### src/rtl/vx_fpu_req_pkg.sv
// Shared types for the FPU request arbiter: request payload layout and the
// round-robin index helper used by the grant search.
package vx_fpu_req_pkg;

    localparam int NUM_THREADS   = 4;
    localparam int NUM_LANES     = NUM_THREADS;
    localparam int UUID_WIDTH    = 44;
    localparam int NW_WIDTH      = 2;
    localparam int INST_FPU_BITS = 4;
    localparam int INST_FMT_BITS = 3;
    localparam int NR_BITS       = 5;

    typedef struct packed {
        logic [UUID_WIDTH-1:0]          uuid;
        logic [NW_WIDTH-1:0]            wid;
        logic [NUM_LANES-1:0]           tmask;
        logic [31:0]                    pc;
        logic [INST_FPU_BITS-1:0]       op_type;
        logic [INST_FMT_BITS-1:0]       op_mod;
        logic [NUM_LANES-1:0][31:0]     rs1_data;
        logic [NUM_LANES-1:0][31:0]     rs2_data;
        logic [NUM_LANES-1:0][31:0]     rs3_data;
        logic [NR_BITS-1:0]             rd;
        logic                           wb;
    } fpu_req_t;

    localparam int FPU_REQ_BITS = $bits(fpu_req_t);

    // Next index after idx, wrapping at n.
    function automatic int unsigned rr_next(input int unsigned idx, input int unsigned n);
        return (idx + 1 >= n) ? 0 : idx + 1;
    endfunction

endpackage

### src/rtl/vx_fpu_req_fifo.sv
// Single-channel elastic buffer: power-of-two ring with wrap-around pointers
// and an explicit occupancy counter.
module vx_fpu_req_fifo
    import vx_fpu_req_pkg::*;
#(
    parameter int DEPTH = 2
) (
    input  logic                     clk,
    input  logic                     reset,
    input  logic                     push_i,
    input  fpu_req_t                 data_i,
    input  logic                     pop_i,
    output fpu_req_t                 head_o,
    output logic                     full_o,
    output logic                     empty_o,
    output logic [$clog2(DEPTH):0]   count_o
);

    localparam int AW = $clog2(DEPTH);
    localparam int CW = AW + 1;

    logic [FPU_REQ_BITS-1:0] mem_q [DEPTH];
    logic [AW-1:0]           wr_ptr_q;
    logic [AW-1:0]           rd_ptr_q;
    logic [CW-1:0]           count_q;

    // NOTE: storage is deliberately not reset; occupancy alone defines what
    // is valid, and leaving the array reset-free keeps it a plain RAM.
    always_ff @(posedge clk) begin
        if (push_i) begin
            mem_q[wr_ptr_q] <= data_i;
        end
    end

    // NOTE: sequential state always uses non-blocking assignment so every
    // flop samples pre-edge values regardless of process ordering.
    always_ff @(posedge clk or posedge reset) begin
        if (reset) begin
            wr_ptr_q <= '0;
            rd_ptr_q <= '0;
            count_q  <= '0;
        end else begin
            if (push_i) begin
                wr_ptr_q <= wr_ptr_q + AW'(1);
            end
            if (pop_i) begin
                rd_ptr_q <= rd_ptr_q + AW'(1);
            end
            case ({push_i, pop_i})
                2'b10:   count_q <= count_q + CW'(1);
                2'b01:   count_q <= count_q - CW'(1);
                default: count_q <= count_q;
            endcase
        end
    end

    assign head_o  = fpu_req_t'(mem_q[rd_ptr_q]);
    assign full_o  = (count_q == CW'(DEPTH));
    assign empty_o = (count_q == '0);
    assign count_o = count_q;

endmodule

### src/rtl/vx_fpu_req_arb.sv
// Merges NUM_REQS buffered FPU request channels into one registered stream
// with round-robin grant, source tagging and zero-tmask drop.
module vx_fpu_req_arb
    import vx_fpu_req_pkg::*;
#(
    parameter int NUM_REQS     = 2,
    parameter int BUF_DEPTH    = 2,
    parameter int REQ_IDX_BITS = (NUM_REQS > 1) ? $clog2(NUM_REQS) : 1
) (
    input  logic                      clk,
    input  logic                      reset,
    input  logic [NUM_REQS-1:0]       in_valid,
    input  fpu_req_t [NUM_REQS-1:0]   in_req,
    output logic [NUM_REQS-1:0]       in_ready,
    output logic                      out_valid,
    output fpu_req_t                  out_req,
    output logic [REQ_IDX_BITS-1:0]   out_idx,
    input  logic                      out_ready,
    output logic [NUM_REQS-1:0]       drop_pulse
);

    localparam int IDX_SPAN = 1 << REQ_IDX_BITS;
    localparam int CNT_BITS = $clog2(BUF_DEPTH) + 1;

    logic [NUM_REQS-1:0]     full_w;
    logic [NUM_REQS-1:0]     push_w;
    logic [NUM_REQS-1:0]     pop_w;
    logic [IDX_SPAN-1:0]     empty_pad;
    fpu_req_t                head_w [IDX_SPAN];
    logic [CNT_BITS-1:0]     count_w [NUM_REQS];
    logic [NUM_REQS-1:0]     unused_count_parity;

    logic                    slot_free;
    logic                    grant_fire;
    logic [REQ_IDX_BITS-1:0] grant_idx;

    logic [REQ_IDX_BITS-1:0] rr_ptr_q,    rr_ptr_d;
    logic                    out_valid_q, out_valid_d;
    fpu_req_t                out_req_q,   out_req_d;
    logic [REQ_IDX_BITS-1:0] out_idx_q,   out_idx_d;
    logic [NUM_REQS-1:0]     drop_q,      drop_d;

    assign in_ready = ~full_w & {NUM_REQS{~reset}};
    assign push_w   = in_valid & in_ready;

    for (genvar i = 0; i < NUM_REQS; i++) begin : g_chan
        vx_fpu_req_fifo #(.DEPTH(BUF_DEPTH)) u_fifo (
            .clk     (clk),
            .reset   (reset),
            .push_i  (push_w[i]),
            .data_i  (in_req[i]),
            .pop_i   (pop_w[i]),
            .head_o  (head_w[i]),
            .full_o  (full_w[i]),
            .empty_o (empty_pad[i]),
            .count_o (count_w[i])
        );
        assign pop_w[i] = grant_fire && (grant_idx == REQ_IDX_BITS'(i));
        assign unused_count_parity[i] = ^count_w[i];
    end

    // Unpopulated tag codes look like permanently empty channels.
    for (genvar i = NUM_REQS; i < IDX_SPAN; i++) begin : g_pad
        assign head_w[i]    = '0;
        assign empty_pad[i] = 1'b1;
    end

    // NOTE: every signal driven here gets a default before any branch, so no
    // path leaves a value unassigned and no latch is inferred.
    always_comb begin
        int unsigned cand;
        logic        found;
        slot_free = !out_valid_q || out_ready;
        found     = 1'b0;
        grant_idx = '0;
        cand      = 32'(rr_ptr_q);
        for (int k = 0; k < NUM_REQS; k++) begin
            if (!found && !empty_pad[cand[REQ_IDX_BITS-1:0]]) begin
                found     = 1'b1;
                grant_idx = cand[REQ_IDX_BITS-1:0];
            end
            cand = rr_next(cand, NUM_REQS);
        end
        grant_fire = slot_free && found;

        rr_ptr_d    = rr_ptr_q;
        out_valid_d = out_valid_q;
        out_req_d   = out_req_q;
        out_idx_d   = out_idx_q;
        drop_d      = '0;
        if (slot_free) begin
            out_valid_d = 1'b0;
            if (found) begin
                rr_ptr_d = REQ_IDX_BITS'(rr_next(32'(grant_idx), NUM_REQS));
                if (head_w[grant_idx].tmask != '0) begin
                    out_valid_d = 1'b1;
                    out_req_d   = head_w[grant_idx];
                    out_idx_d   = grant_idx;
                end else begin
                    // Empty-mask request: consume the grant, report, emit nothing.
                    for (int i = 0; i < NUM_REQS; i++) begin
                        drop_d[i] = (32'(grant_idx) == i);
                    end
                end
            end
        end
    end

    always_ff @(posedge clk or posedge reset) begin
        if (reset) begin
            rr_ptr_q    <= '0;
            out_valid_q <= 1'b0;
            out_req_q   <= '0;
            out_idx_q   <= '0;
            drop_q      <= '0;
        end else begin
            rr_ptr_q    <= rr_ptr_d;
            out_valid_q <= out_valid_d;
            out_req_q   <= out_req_d;
            out_idx_q   <= out_idx_d;
            drop_q      <= drop_d;
        end
    end

    assign out_valid  = out_valid_q;
    assign out_req    = out_req_q;
    assign out_idx    = out_idx_q;
    assign drop_pulse = drop_q;

endmodule

### config.mk
export PLATFORM = sky130hd
export DESIGN_NAME = vx_fpu_req_arb
export DESIGN_NICKNAME = d
export VERILOG_FILES = /design/src/rtl/vx_fpu_req_pkg.sv /design/src/rtl/vx_fpu_req_fifo.sv /design/src/rtl/vx_fpu_req_arb.sv
export SDC_FILE = /design/constraint.sdc
export NUM_CORES = 2
export LEC_CHECK = 0
export BUFFER_PORTS_ARGS = -buffer_cell sky130_fd_sc_hd__buf_2
export CORE_AREA = 2 2 564 566
export CTS_CLUSTER_DIAMETER = 100
export CTS_CLUSTER_SIZE = 30
export DETAILED_ROUTE_END_ITERATION = 10
export DIE_AREA = 0 0 566 568
export SLEW_MARGIN = 5
export SYNTH_ARGS = -nofsm -noshare
export SYNTH_HDL_FRONTEND = slang
export SYNTH_SLANG_ARGS = --single-unit
### constraint.sdc
create_clock -name clk -period 28.7 [get_ports clk]
set_clock_uncertainty 0.15 [all_clocks]
set_input_delay 4.305 -clock clk [delete_from_list [all_inputs] [get_ports clk]]
set_output_delay 4.305 -clock clk [all_outputs]
set_load 0.01 [all_outputs]
==> flow_metrics.tcl <==
set metrics [dict create \
    cts_max_path_buffers 4 \
    p_sw_share_pct 35.74 \
    synth_top_area_share_pct 62.68 \
    grt_max_degree 129 \
    routed_wl_mm 279.0 \
    drt_pass1_iterations 6 \
    ctsHtreeMaxLevel 3 \
    die_w_um 566 \
    worstPathRequired_ps 24250 \
    p_leak_uw 0.04232 \
    nets 6976 \
    fill_cells 30162 \
    r2r-end "g_chan[1].u_fifo.mem_q[1][347]" \
    dp_hpwl_mm 203.1 \
    antenna_found_initial 240 \
    cp_num_cells 3 \
    crit_end "in_ready[0]" \
    ys_warn_count 0 \
    crit_buf_inv 2 \
    dieArea_sq_mm 0.3215 \
    reg2reg_depth 8 \
    route.vias.total 47494 \
    slew_violations 0 \
    avgSynthCellArea_sq_um 19.99 \
    layout.cells.non_filler 10349 \
    placementRows 207 \
    synth_top_family_by_area "multiplexers" \
    fin_crit_sh_pct 32.89 \
    cp_cell_sequence "buf_2, a21oi_1, buf_2" \
    critical-path-max-stage-delay_ps 310 \
    fin_tns_setup_ps 0 \
    outcome "finished, final reports clean" \
    synth_top_cell_by_area "edfxtp_1" \
    power_uw 11510 \
    finalHoldViolCount 0 \
    p_per_area_mw_per_mm2 107.0 \
    yosysMostFrequentCell "edfxtp_1" \
    cts_tree "done" \
    die_h_um 568 \
    worst-setup-path-type "in -> out" \
    crit_path_start_kind "primary input" \
    numPortBuffers 1447 \
    path_common_cell "buf_2" \
    syn2layout_area_growth_pct 17.15 \
    p_comb_share_pct 41.2 \
    synthMuxAreaShare_pct 22.33 \
    worst_ep_arrival_time_ps 4980 \
    cts-root-buf "clkbuf_16" \
    end_kind "output pin" \
    cts_resized 0 \
    gp_congestion 0.8800 \
    pre_cts_slack_ps 18820 \
    period_needed_ps 9438 \
    p_clk_share_pct 16.3 \
    ys_seq_elements 2408 \
    wl_per_cell_um 26.96 \
    core_area_sq_mm 0.3162 \
    cts_sinks 2408 \
    path_clk_slew_ps 70 \
    setup_viol 0 \
    clock_latency_ps 870 \
    drt_first_iter_violations 3800 \
    ant_nets 0 \
    grt_pass1_wl_mm 382.0 \
    placed_cells 10083 \
    synth-async-reset-ratio_pct 20.43 \
    ir_drop_uv 113.6 \
    postCtsHoldBufs 0 \
    cpMaxStageDelayCell "a21oi_1" \
    clock.fmax_mhz 106.0 \
    syn_inst 4591 \
    synth-seq-area-share_pct 76.10 \
    yosysUniqueCellTypes 28 \
    power_frac_seq_pct 42.5 \
    rsz0062_at_grt "no" \
    worstSetupStartpoint "reset" \
    ys_top_cells_by_count "edfxtp_1, mux2i_1, dfrtp_1, mux2_2, mux2_4" \
    cp_top_family "buffers and inverters" \
    cts_buffers 106 \
    syn-cell-area_sq_mm 0.09179 \
    initial_utilization_pct 29.02 \
    cp_max_fo 3 \
    postLayoutSetupSlackWorst_ps 19260 \
    post_cts_buffers 0 \
    drc_errors 0 \
    slew_headroom_pct 9.989 \
    drv_cap 0 \
    synth_area_leaders "edfxtp_1, mux2i_1, dfrtp_1, mux2_2, mux2_4" \
    synth-simple-area-share_pct 0.1513 \
    ys.flop_type "edfxtp_1" \
    hold_class "reg -> reg" \
    p_sw_uw 4112 \
    intPower_uw 7394 \
    drive_gt1_share_pct 35.26 \
    via_per_inst 4.589 \
    synth-edff-count 1916 \
    synth_compound_area_share_pct 0.1050 \
    synth-xor-area-share_pct 0.09542 \
    synthAdderAreaFrac_pct 0.02726 \
    r2r_start "g_chan[1].u_fifo.count_o[0]" \
    grt_use_total_pct 16.71 \
    gr-total-overflow 0 \
    r2r_setup_slack_ps 22800 \
    ios 1448 \
    grt_pass1_vias 48584 \
    synthesis.nets 5556 \
    tightestPinTransition_ps 1350 \
]
## layout make-up
class                   instances  area (sq um)  share of cell area (%)
flip-flops and latches       2408         69850                   64.96
repair buffers               1526          7935                   7.379
clock inverters                24         473.0                  0.4398
diodes                         75         187.7                  0.1745
clock buffers                 167          2944                   2.738
well taps                    4180          5230                   4.864
inverters                       3         18.77                 0.01745
multi-input cells            1966         20890                   19.43
## cell families (layout without fill, tap and decap cells)
kind of cell               count (synthesis)  in the layout
and+or+nand+nor                           28             28
adders and majority gates                  2              2
muxes                                   1914           1914
buffers and inverters                    217           1720
xor gates and xnor gates                  10             10
DFF                                     2408           2408
other                                      0             75
AOI/OAI and AO/OA                         12             12
## placed cells by master (no fill, tap or decap), types with 5 or more instances in the layout
cell,n
mux2_4,198
dfrtp_1,490
clkbuf_16,108
diode_2,75
buf_12,8
xnor2_1,6
buf_2,1447
nand2_1,5
buf_4,71
clkinv_16,10
clkbuf_1,57
mux2i_1,1436
edfxtp_1,1916
nor2_1,9
mux2_2,280
## how the worst min path moves through the flow
stage	slack [ps]	cells after the start	startpoint	end
floorplan	310	1	g_chan[0].u_fifo.wr_ptr_q	g_chan[0].u_fifo.wr_ptr_q
global route	370	1	out_req[274]	out_req[274]
CTS	360	1	out_req[274]	out_req[274]
finish	350	1	out_req[274]	out_req[274]
detailed placement	340	1	out_req[441]	out_req[441]
global placement	330	1	out_req[314]	out_req[314]
## sequential cells by signal, indices dropped and copies added, names as in the netlist
register                cells
g_chan.u_fifo.mem_q      1916
out_req                   479
g_chan.u_fifo.count_o       4
drop_pulse                  2
g_chan.u_fifo.rd_ptr_q      2
g_chan.u_fifo.wr_ptr_q      2
out_idx                     1
out_valid                   1
rr_ptr_q                    1
## worst reg2reg max path, cell delays in order (launching register included)
cell     delay, ps
dfrtp_1        470
inv_1           70
a21oi_1        240
and3_4         800
buf_4          830
buf_4          830
buf_4          750
buf_4          630
buf_4          660
## per-layer routing
metal	GRT usage, %	wire [um]
met2	27.89	133900
met4	5.581	9867
met5	0	819
met3	6.135	25490
met1	19.85	108900
## stage by stage
stage / hold WS, ps / utilization, % / cell area, sq um
after floorplan: 310.4 / - / 91790
after global placement: 334.1 / 32.86 / 103900
after detailed placement: 338.2 / 32.86 / 103900
after CTS: 355.1 / 33.94 / 107300
after global routing: 370.4 / 33.97 / 107400
final: 353.4 / 34.00 / 107500
## power by group through the flow
stage	registers [uW]	clock network [uW]	logic, uW
final	4890	1880	4740
after global routing	4960	2050	5050
after CTS	4900	1940	4850
after detailed placement	4970	0	4840
after global placement	4950	0	4780
after floorplan	5280	0	2970
Power figures use the tool's default switching activity.
